--- config.mk ---
export PLATFORM = sky130hd
export DESIGN_NAME = kovacs_state_accumulator_flat
export DESIGN_NICKNAME = d
export VERILOG_FILES = /design/src/rtl/kovacs_state_accumulator_pkg.sv /design/src/rtl/kovacs_state_accumulator_if.sv /design/src/rtl/kovacs_seg_accum.sv /design/src/rtl/kovacs_state_accumulator.sv /design/src/flat_wrapper.sv
export SDC_FILE = /design/constraint.sdc
export NUM_CORES = 1
export LEC_CHECK = 0
export BUFFER_PORTS_ARGS = -buffer_cell sky130_fd_sc_hd__buf_2
export CORE_ASPECT_RATIO = 0.9
export CORE_MARGIN = 4
export CORE_UTILIZATION = 40
export CTS_BUF_LIST = sky130_fd_sc_hd__clkbuf_4
export DETAILED_ROUTE_END_ITERATION = 6
export SLEW_MARGIN = 20
export SYNTH_ARGS = -nofsm -noshare
export SYNTH_HDL_FRONTEND = slang
export SYNTH_HIERARCHICAL = 1
export SYNTH_SLANG_ARGS = --single-unit
--- constraint.sdc ---
create_clock -name clk_i -period 4.5 [get_ports clk_i]
set_input_delay 0 -clock clk_i [delete_from_list [all_inputs] [get_ports clk_i]]
set_output_delay 0 -clock clk_i [all_outputs]
set_load 0.01 [all_outputs]
--- src/rtl/kovacs_state_accumulator_pkg.sv ---
// Shared constants and types for the Kovacs state accumulator: default widths,
// protocol indicator encoding and the segment-state / arming enums.
package kovacs_state_accumulator_pkg;

   localparam int SUM_W_DEF   = 48;
   localparam int CNT_W_DEF   = 32;
   localparam int BLANK_W_DEF = 16;
   localparam int DATA_W      = 14;
   localparam int IDX_W       = 32;

   localparam logic [DATA_W-1:0] IND_STATE0 = 14'd8191;
   localparam logic [DATA_W-1:0] IND_STATE1 = 14'd0;

   typedef enum logic {
      STATE0 = 1'b0,
      STATE1 = 1'b1
   } protoState_e;

   typedef enum logic {
      ARM_IDLE = 1'b0,
      ARM_ON   = 1'b1
   } armState_e;

   // Any nonzero indicator means the original potential (state 0).
   function automatic protoState_e indToState(input logic [DATA_W-1:0] ind);
      return (ind == IND_STATE1) ? STATE1 : STATE0;
   endfunction

endpackage

--- src/rtl/kovacs_state_accumulator_if.sv ---
// Sample-in / result-out bundle between the protocol stage, the accumulator
// and the PS readout path.
interface kovacs_state_accumulator_if
   import kovacs_state_accumulator_pkg::*;
#(
   parameter int SUM_W   = SUM_W_DEF,
   parameter int CNT_W   = CNT_W_DEF,
   parameter int BLANK_W = BLANK_W_DEF
);
   logic                     enable_i;
   logic signed [DATA_W-1:0] data_i;
   logic [DATA_W-1:0]        indicator_i;
   logic [BLANK_W-1:0]       blank_i;

   logic signed [SUM_W-1:0]  sum_o;
   logic [CNT_W-1:0]         count_o;
   logic                     seg_state_o;
   logic [IDX_W-1:0]         seg_index_o;
   logic                     valid_o;
   logic                     ovf_o;

   modport master (
      output enable_i, data_i, indicator_i, blank_i,
      input  sum_o, count_o, seg_state_o, seg_index_o, valid_o, ovf_o
   );

   modport slave (
      input  enable_i, data_i, indicator_i, blank_i,
      output sum_o, count_o, seg_state_o, seg_index_o, valid_o, ovf_o
   );
endinterface

--- src/rtl/kovacs_seg_accum.sv ---
// Per-segment settling blank counter and saturating signed accumulator.
// A load starts a new segment and treats the same-cycle sample with the new blank.
module kovacs_seg_accum
   import kovacs_state_accumulator_pkg::*;
#(
   parameter int SUM_W   = SUM_W_DEF,
   parameter int CNT_W   = CNT_W_DEF,
   parameter int BLANK_W = BLANK_W_DEF
) (
   input  logic                     clk_i,
   input  logic                     rstn_i,
   input  logic                     i_clear,
   input  logic                     i_load,
   input  logic [BLANK_W-1:0]       i_blank,
   input  logic signed [DATA_W-1:0] i_sample,
   output logic signed [SUM_W-1:0]  o_sum,
   output logic [CNT_W-1:0]         o_count,
   output logic                     o_ovf
);

   localparam logic [CNT_W-1:0] CNT_MAX = '1;

   logic [BLANK_W-1:0]      r_blankCnt;
   logic signed [SUM_W-1:0] r_sum;
   logic [CNT_W-1:0]        r_count;
   logic signed [SUM_W-1:0] w_sampleExt;

   assign w_sampleExt = {{(SUM_W-DATA_W){i_sample[DATA_W-1]}}, i_sample};

   // Once the count saturates both sum and count freeze until the next load.
   always_ff @(posedge clk_i or negedge rstn_i) begin
      if (!rstn_i) begin
         r_blankCnt <= '0;
         r_sum      <= '0;
         r_count    <= '0;
      end else if (i_clear) begin
         r_blankCnt <= '0;
         r_sum      <= '0;
         r_count    <= '0;
      end else if (i_load) begin
         if (i_blank != '0) begin
            r_blankCnt <= i_blank - BLANK_W'(1);
            r_sum      <= '0;
            r_count    <= '0;
         end else begin
            r_blankCnt <= '0;
            r_sum      <= w_sampleExt;
            r_count    <= CNT_W'(1);
         end
      end else if (r_blankCnt != '0) begin
         r_blankCnt <= r_blankCnt - BLANK_W'(1);
      end else if (r_count != CNT_MAX) begin
         r_sum   <= r_sum + w_sampleExt;
         r_count <= r_count + CNT_W'(1);
      end
   end

   assign o_sum   = r_sum;
   assign o_count = r_count;
   assign o_ovf   = (r_count == CNT_MAX);

endmodule

--- src/rtl/kovacs_state_accumulator.sv ---
// Segments the protocol stream at state changes and reports sum/count per
// completed half-period; the first segment after reset or enable is discarded.
module kovacs_state_accumulator
   import kovacs_state_accumulator_pkg::*;
#(
   parameter int SUM_W   = SUM_W_DEF,
   parameter int CNT_W   = CNT_W_DEF,
   parameter int BLANK_W = BLANK_W_DEF
) (
   input  logic                       clk_i,
   input  logic                       rstn_i,
   kovacs_state_accumulator_if.slave  bus
);

   logic                     r_enQ;
   logic [DATA_W-1:0]        r_indQ;
   logic signed [DATA_W-1:0] r_dataQ;
   protoState_e              r_prevState;
   protoState_e              w_curState;
   armState_e                r_armState;
   armState_e                w_armNext;
   logic                     w_edge;
   logic                     w_report;
   logic                     w_clear;

   logic signed [SUM_W-1:0]  w_accSum;
   logic [CNT_W-1:0]         w_accCnt;
   logic                     w_accOvf;

   logic signed [SUM_W-1:0]  r_sum;
   logic [CNT_W-1:0]         r_count;
   logic                     r_segState;
   logic [IDX_W-1:0]         r_segIndex;
   logic                     r_valid;
   logic                     r_ovf;

   always_ff @(posedge clk_i or negedge rstn_i) begin
      if (!rstn_i) begin
         r_enQ       <= 1'b0;
         r_indQ      <= '0;
         r_dataQ     <= '0;
         r_prevState <= STATE0;
      end else begin
         r_enQ       <= bus.enable_i;
         r_indQ      <= bus.indicator_i;
         r_dataQ     <= bus.data_i;
         r_prevState <= w_curState;
      end
   end

   assign w_curState = indToState(r_indQ);
   assign w_edge     = r_enQ && (w_curState != r_prevState);
   assign w_report   = w_edge && (r_armState == ARM_ON);
   assign w_clear    = ~r_enQ;

   always_ff @(posedge clk_i or negedge rstn_i) begin
      if (!rstn_i) begin
         r_armState <= ARM_IDLE;
      end else begin
         r_armState <= w_armNext;
      end
   end

   // Any edge while enabled arms; losing enable disarms so the next segment is partial.
   always_comb begin
      w_armNext = r_armState;
      if (!r_enQ) begin
         w_armNext = ARM_IDLE;
      end else if (w_edge) begin
         w_armNext = ARM_ON;
      end
   end

   kovacs_seg_accum #(
      .SUM_W   (SUM_W),
      .CNT_W   (CNT_W),
      .BLANK_W (BLANK_W)
   ) u_segAccum (
      .clk_i    (clk_i),
      .rstn_i   (rstn_i),
      .i_clear  (w_clear),
      .i_load   (w_edge),
      .i_blank  (bus.blank_i),
      .i_sample (r_dataQ),
      .o_sum    (w_accSum),
      .o_count  (w_accCnt),
      .o_ovf    (w_accOvf)
   );

   // The accumulator still holds the finished segment during the edge cycle.
   always_ff @(posedge clk_i or negedge rstn_i) begin
      if (!rstn_i) begin
         r_sum      <= '0;
         r_count    <= '0;
         r_segState <= 1'b0;
         r_segIndex <= '0;
         r_valid    <= 1'b0;
         r_ovf      <= 1'b0;
      end else begin
         r_valid <= w_report;
         if (w_report) begin
            r_sum      <= w_accSum;
            r_count    <= w_accCnt;
            r_ovf      <= w_accOvf;
            r_segState <= r_prevState;
            r_segIndex <= r_segIndex + IDX_W'(1);
         end
      end
   end

   assign bus.sum_o       = r_sum;
   assign bus.count_o     = r_count;
   assign bus.seg_state_o = r_segState;
   assign bus.seg_index_o = r_segIndex;
   assign bus.valid_o     = r_valid;
   assign bus.ovf_o       = r_ovf;

endmodule

--- src/flat_wrapper.sv ---
// flat-port wrapper written by rule: the top's interface ports become plain ports
module kovacs_state_accumulator_flat import kovacs_state_accumulator_pkg::*;
#(
   parameter int SUM_W   = SUM_W_DEF,
   parameter int CNT_W   = CNT_W_DEF,
   parameter int BLANK_W = BLANK_W_DEF
)
  (clk_i, rstn_i, bus_enable_i, bus_data_i, bus_indicator_i, bus_blank_i, bus_sum_o, bus_count_o, bus_seg_state_o, bus_seg_index_o, bus_valid_o, bus_ovf_o);
  kovacs_state_accumulator_if #(.SUM_W(SUM_W), .CNT_W(CNT_W), .BLANK_W(BLANK_W)) bus_i ();
  input  logic clk_i;
  input  logic rstn_i;
  input wire logic [$bits(bus_i.enable_i)-1:0] bus_enable_i;
  input wire logic [$bits(bus_i.data_i)-1:0] bus_data_i;
  input wire logic [$bits(bus_i.indicator_i)-1:0] bus_indicator_i;
  input wire logic [$bits(bus_i.blank_i)-1:0] bus_blank_i;
  output wire logic [$bits(bus_i.sum_o)-1:0] bus_sum_o;
  output wire logic [$bits(bus_i.count_o)-1:0] bus_count_o;
  output wire logic [$bits(bus_i.seg_state_o)-1:0] bus_seg_state_o;
  output wire logic [$bits(bus_i.seg_index_o)-1:0] bus_seg_index_o;
  output wire logic [$bits(bus_i.valid_o)-1:0] bus_valid_o;
  output wire logic [$bits(bus_i.ovf_o)-1:0] bus_ovf_o;
  assign bus_i.enable_i = bus_enable_i;
  assign bus_i.data_i = bus_data_i;
  assign bus_i.indicator_i = bus_indicator_i;
  assign bus_i.blank_i = bus_blank_i;
  assign bus_sum_o = bus_i.sum_o;
  assign bus_count_o = bus_i.count_o;
  assign bus_seg_state_o = bus_i.seg_state_o;
  assign bus_seg_index_o = bus_i.seg_index_o;
  assign bus_valid_o = bus_i.valid_o;
  assign bus_ovf_o = bus_i.ovf_o;
  kovacs_state_accumulator #(.SUM_W(SUM_W), .CNT_W(CNT_W), .BLANK_W(BLANK_W)) u_core (.clk_i(clk_i), .rstn_i(rstn_i), .bus(bus_i));
endmodule
==> qor.csv <==
stage,metric,value,unit
run_status,status,finished clean,
sta,Max-Slew Margin vs Limit,0.421,
clock_network,CTS Buffer Depth,3,
sta,crit path time final,4.02,ns
place,Port Buffers,161,
setup_path,Max stage delay on crit path,0.59,ns
detailed_routing,# DRC,0,
detailed_routing,post-DR vias/cell,5.22,
place,dpl cell area,0.0141,mm²
floorplanning,io pins,162,
detailed_routing,WL met1,16000,µm
sta,Fmax achieved,249,MHz
detailed_routing,"antenna viol nets, final",0,
setup_path,crit end category,register,
detailed_routing,routed wire length on met3,1620,µm
sta,final setup vio count,0,
finish,design area,0.0159,mm²
synth,Syn Inst Count,1259,
global_routing,largest net degree at the start of global routing,150,
synth,largest area contributor in the netlist,dfrtp_1,
setup_path,"Slowest-stage cell, CP",or2_2,
place,Routability Congestion,0.883,
power,Worst VDD drop,0.204,mV
clock_network,Clock Tree Root,clkbuf_4,
synth,Async SR Flop Fraction,1.00,
power,Combinational Power Share,0.329,
clock_network,CTS buffer count,70,
power,Leak,7.98,nW
setup_path,CP dominant cell by count,buf_4,
sta,Fin. Hold Viols,0,
setup_path,CP startpoint kind,register,
setup_path,Crit path required time,5.11,ns
floorplanning,Core Region,0.0318,mm²
clock_network,CTS sink cnt,242,
floorplanning,row count,62,
synth,Post-synth top cells,"242 x dfrtp_1, 125 x nor2_1, 116 x nand2_1",
setup_path,reg2reg start,u_core/r_indQ[1],
worst_hold_path,hold crit path type,in -> reg,
setup_path,CP arrival,4.63,ns
clock_network,clk slew on worst S/H paths,0.07,ns
finish,Final Util,0.501,
finish,Filler Cell Count,2904,
synth,Synth cell types,74,
sta,Clock Skews,0.0555,ns
global_routing,first-pass GRT wire length,54600,µm
detailed_routing,Detailed Routing Iterations Pass 1,5,
power,pwr/cell area,440,mW/mm²
global_routing,total gr overflow,0,
finish,Area Overhead vs Synth,23.6,%
synth,Syn Std Cell Area,0.0129,mm²
setup_path,crit-path max FO,59,
setup_path,WP buf/inv,3,
synth,most frequent cell after synthesis,dfrtp_1,
sta,setup ws final,0.479,ns
setup_path,worst-path cell chain,"nor4_1, and4_1, mux2i_4, inv_2, buf_4, or2_2, nor2_4, buf_4, nand2_1, nand3_1, mux2i_1, nor2_1",
global_routing,vias in the first global route,10680,
sta,final setup TNS,0,ns
synth,"flops & latches, synth",242,
global_routing,GRT Resource Usage Total,0.189,
floorplanning,die width,197,µm
power,Seq pwr share,0.378,
power,switch share,0.364,
setup_path,"delay-heaviest family, CP",simple AND/OR/NAND/NOR gates,
setup_path,crit path from,u_core/r_indQ[1],
synth,ys flop type,dfrtp_1,
place,dpl ws,0.478,ns
detailed_routing,top sig layer,met4,
sta,RSZ-0062 raised after global routing,no,
synth,"top cells by area, synth","dfrtp_1 47%, mux2_2 7.2%, ha_1 5.0%, xor2_1 4.4%, xnor2_1 3.9%",
sta,part of the cycle the worst path needs,0.894,
power,clock power share,0.293,
finish,Final Net Count,1639,
synth,number of flops mapped to enable cells by yosys,0,
sta,Final Max Tran Viols,0,
detailed_routing,Initial DRC Count,649,
clock_network,CTS tree,built,
sta,Worst Max-Slew Pin Slew,0.869,ns
detailed_routing,WL per Instance,16.5,µm
finish,share of post-route cells with drive strength above 1,0.250,
power,Int Pwr,0.00446,W
floorplanning,die height,178,µm
synth,mean post-synth cell area,10.2,µm²
synth,Post-Syn Nets,1358,
synth,post-synthesis sequential area ratio,0.470,
setup_path,Worst Setup Path Type,reg -> reg,
detailed_routing,WL final,33100,µm
synth,share of the synthesized area in the top cell type,0.470,
synth,Syn. warnings,6,
place,dpl hpwl,21800,µm
detailed_routing,detailed-route via count,10483,
floorplanning,die area,0.0352,mm²
detailed_routing,met2 wire length,14700,µm
worst_hold_path,HP Start,bus_blank_i[0],
clock_network,Worst-Skew Late Latency,0.70,ns
flow_run,maxcap violations,0,
power,net switching power,0.00255,W
floorplanning,Initial Util,0.405,
global_routing,antenna violations before repair,2,
clock_network,H-tree Lvls,3,
[flip-flops by register name (all words and copies together) (netlist names), 14 cells and up]
name	cells
u_core/u_segAccum/r_blankCnt	16
u_core/bus.seg_index_o	32
u_core/r_indQ	14
u_core/r_dataQ	14
u_core/u_segAccum/o_sum	48
u_core/bus.sum_o	48
u_core/u_segAccum/o_count	32
u_core/bus.count_o	32
[cell families after synthesis]
family	synth area share
and+or+nand+nor	0.173
AOI/OAI and AO/OA	0.123
DFF	0.470
xor gates and xnor gates	0.0829
muxes	0.0782
buffers and inverters	0.0219
adders and majority gates	0.0511
[layout by cell type, fill, tap and decap left out, drive strengths merged, types with 15 or more instances in the layout]
cell           n
mux2          83
dlygate4sd3   88
inv           21
buf          173
nor2         127
dfrtp        242
clkinv        19
xor2          65
ha            51
nand3         36
a21oi         64
nand2        116
nand4         31
xnor2         57
o21ai         65
o31ai         15
nor3          20
a211oi        16
nor4          17
a21o          23
clkbuf        98
[worst paths after layout]
kind | end | slack (ns) | cells past startpoint
min in group asynchronous | u_core/u_segAccum/o_sum[12] | 0.50 | 4
worst min-delay path | u_core/u_segAccum/r_blankCnt[0] | 0.31 | 5
worst min register to register | u_core/bus.seg_index_o[31] | 0.47 | 1
worst max register to register | u_core/u_segAccum/o_sum[40] | 0.48 | 12
max in group asynchronous | u_core/r_dataQ[13] | 3.18 | 4
worst max-delay path | u_core/u_segAccum/o_sum[40] | 0.48 | 12
[power groups by stage]
stage / Combinational (W) / Clock [W] / Sequential (W)
after detailed placement: 0.00222 / 0 / 0.00269
after floorplan: 0.00177 / 0 / 0.00260
after global routing: 0.00261 / 0.00226 / 0.00268
after CTS: 0.00230 / 0.00214 / 0.00265
after global placement: 0.00220 / 0 / 0.00268
final: 0.00231 / 0.00205 / 0.00265
[what timing repair did]
action / in CTS / in global routing
hold buffers: 89 / 0
endpoints found under the hold margin: 138 / 0
gates resized for setup: 0 / 0
setup buffers: 0 / 0
[worst reg2reg max path, cell delays in order, from the launching register on]
cell and delay (ns):
dfrtp_1 0.38, nor4_1 0.33, and4_1 0.51, mux2i_4 0.46, inv_2 0.10, buf_4 0.23, or2_2 0.59, nor2_4 0.26
buf_4 0.59, nand2_1 0.20, nand3_1 0.12, mux2i_1 0.10, nor2_1 0.10
[routing by layer]
| layer | vias to the layer above | GRT usage |
|---|---|---|
| li1 | 5126 | - |
| met1 | 5039 | 0.270 |
| met2 | 259 | 0.282 |
| met3 | 59 | 0.0434 |
| met4 | 0 | 0.0664 |
| met5 | - | 0 |
[final cells by class]
class | instances | area (µm²) | area share
diodes | 2 | 5.00 | 0.000314
clock buffers | 98 | 736 | 0.0462
clock inverters | 23 | 130 | 0.00817
inverters | 20 | 75.1 | 0.00471
multi-input cells | 945 | 6560 | 0.412
flip-flops and latches | 242 | 6060 | 0.380
well taps | 416 | 520 | 0.0327
repair buffers | 261 | 1840 | 0.116
[stage by stage]
step	power, W	cells	hold WS, ns
after global routing	0.00755	2007	0.325
after floorplan	0.00436	1259	-0.296
after global placement	0.00488	1795	0.0798
after detailed placement	0.00491	1795	0.0855
after CTS	0.00709	2005	0.222
final	0.00701	2007	0.306
(Power assumes the default switching activity.)
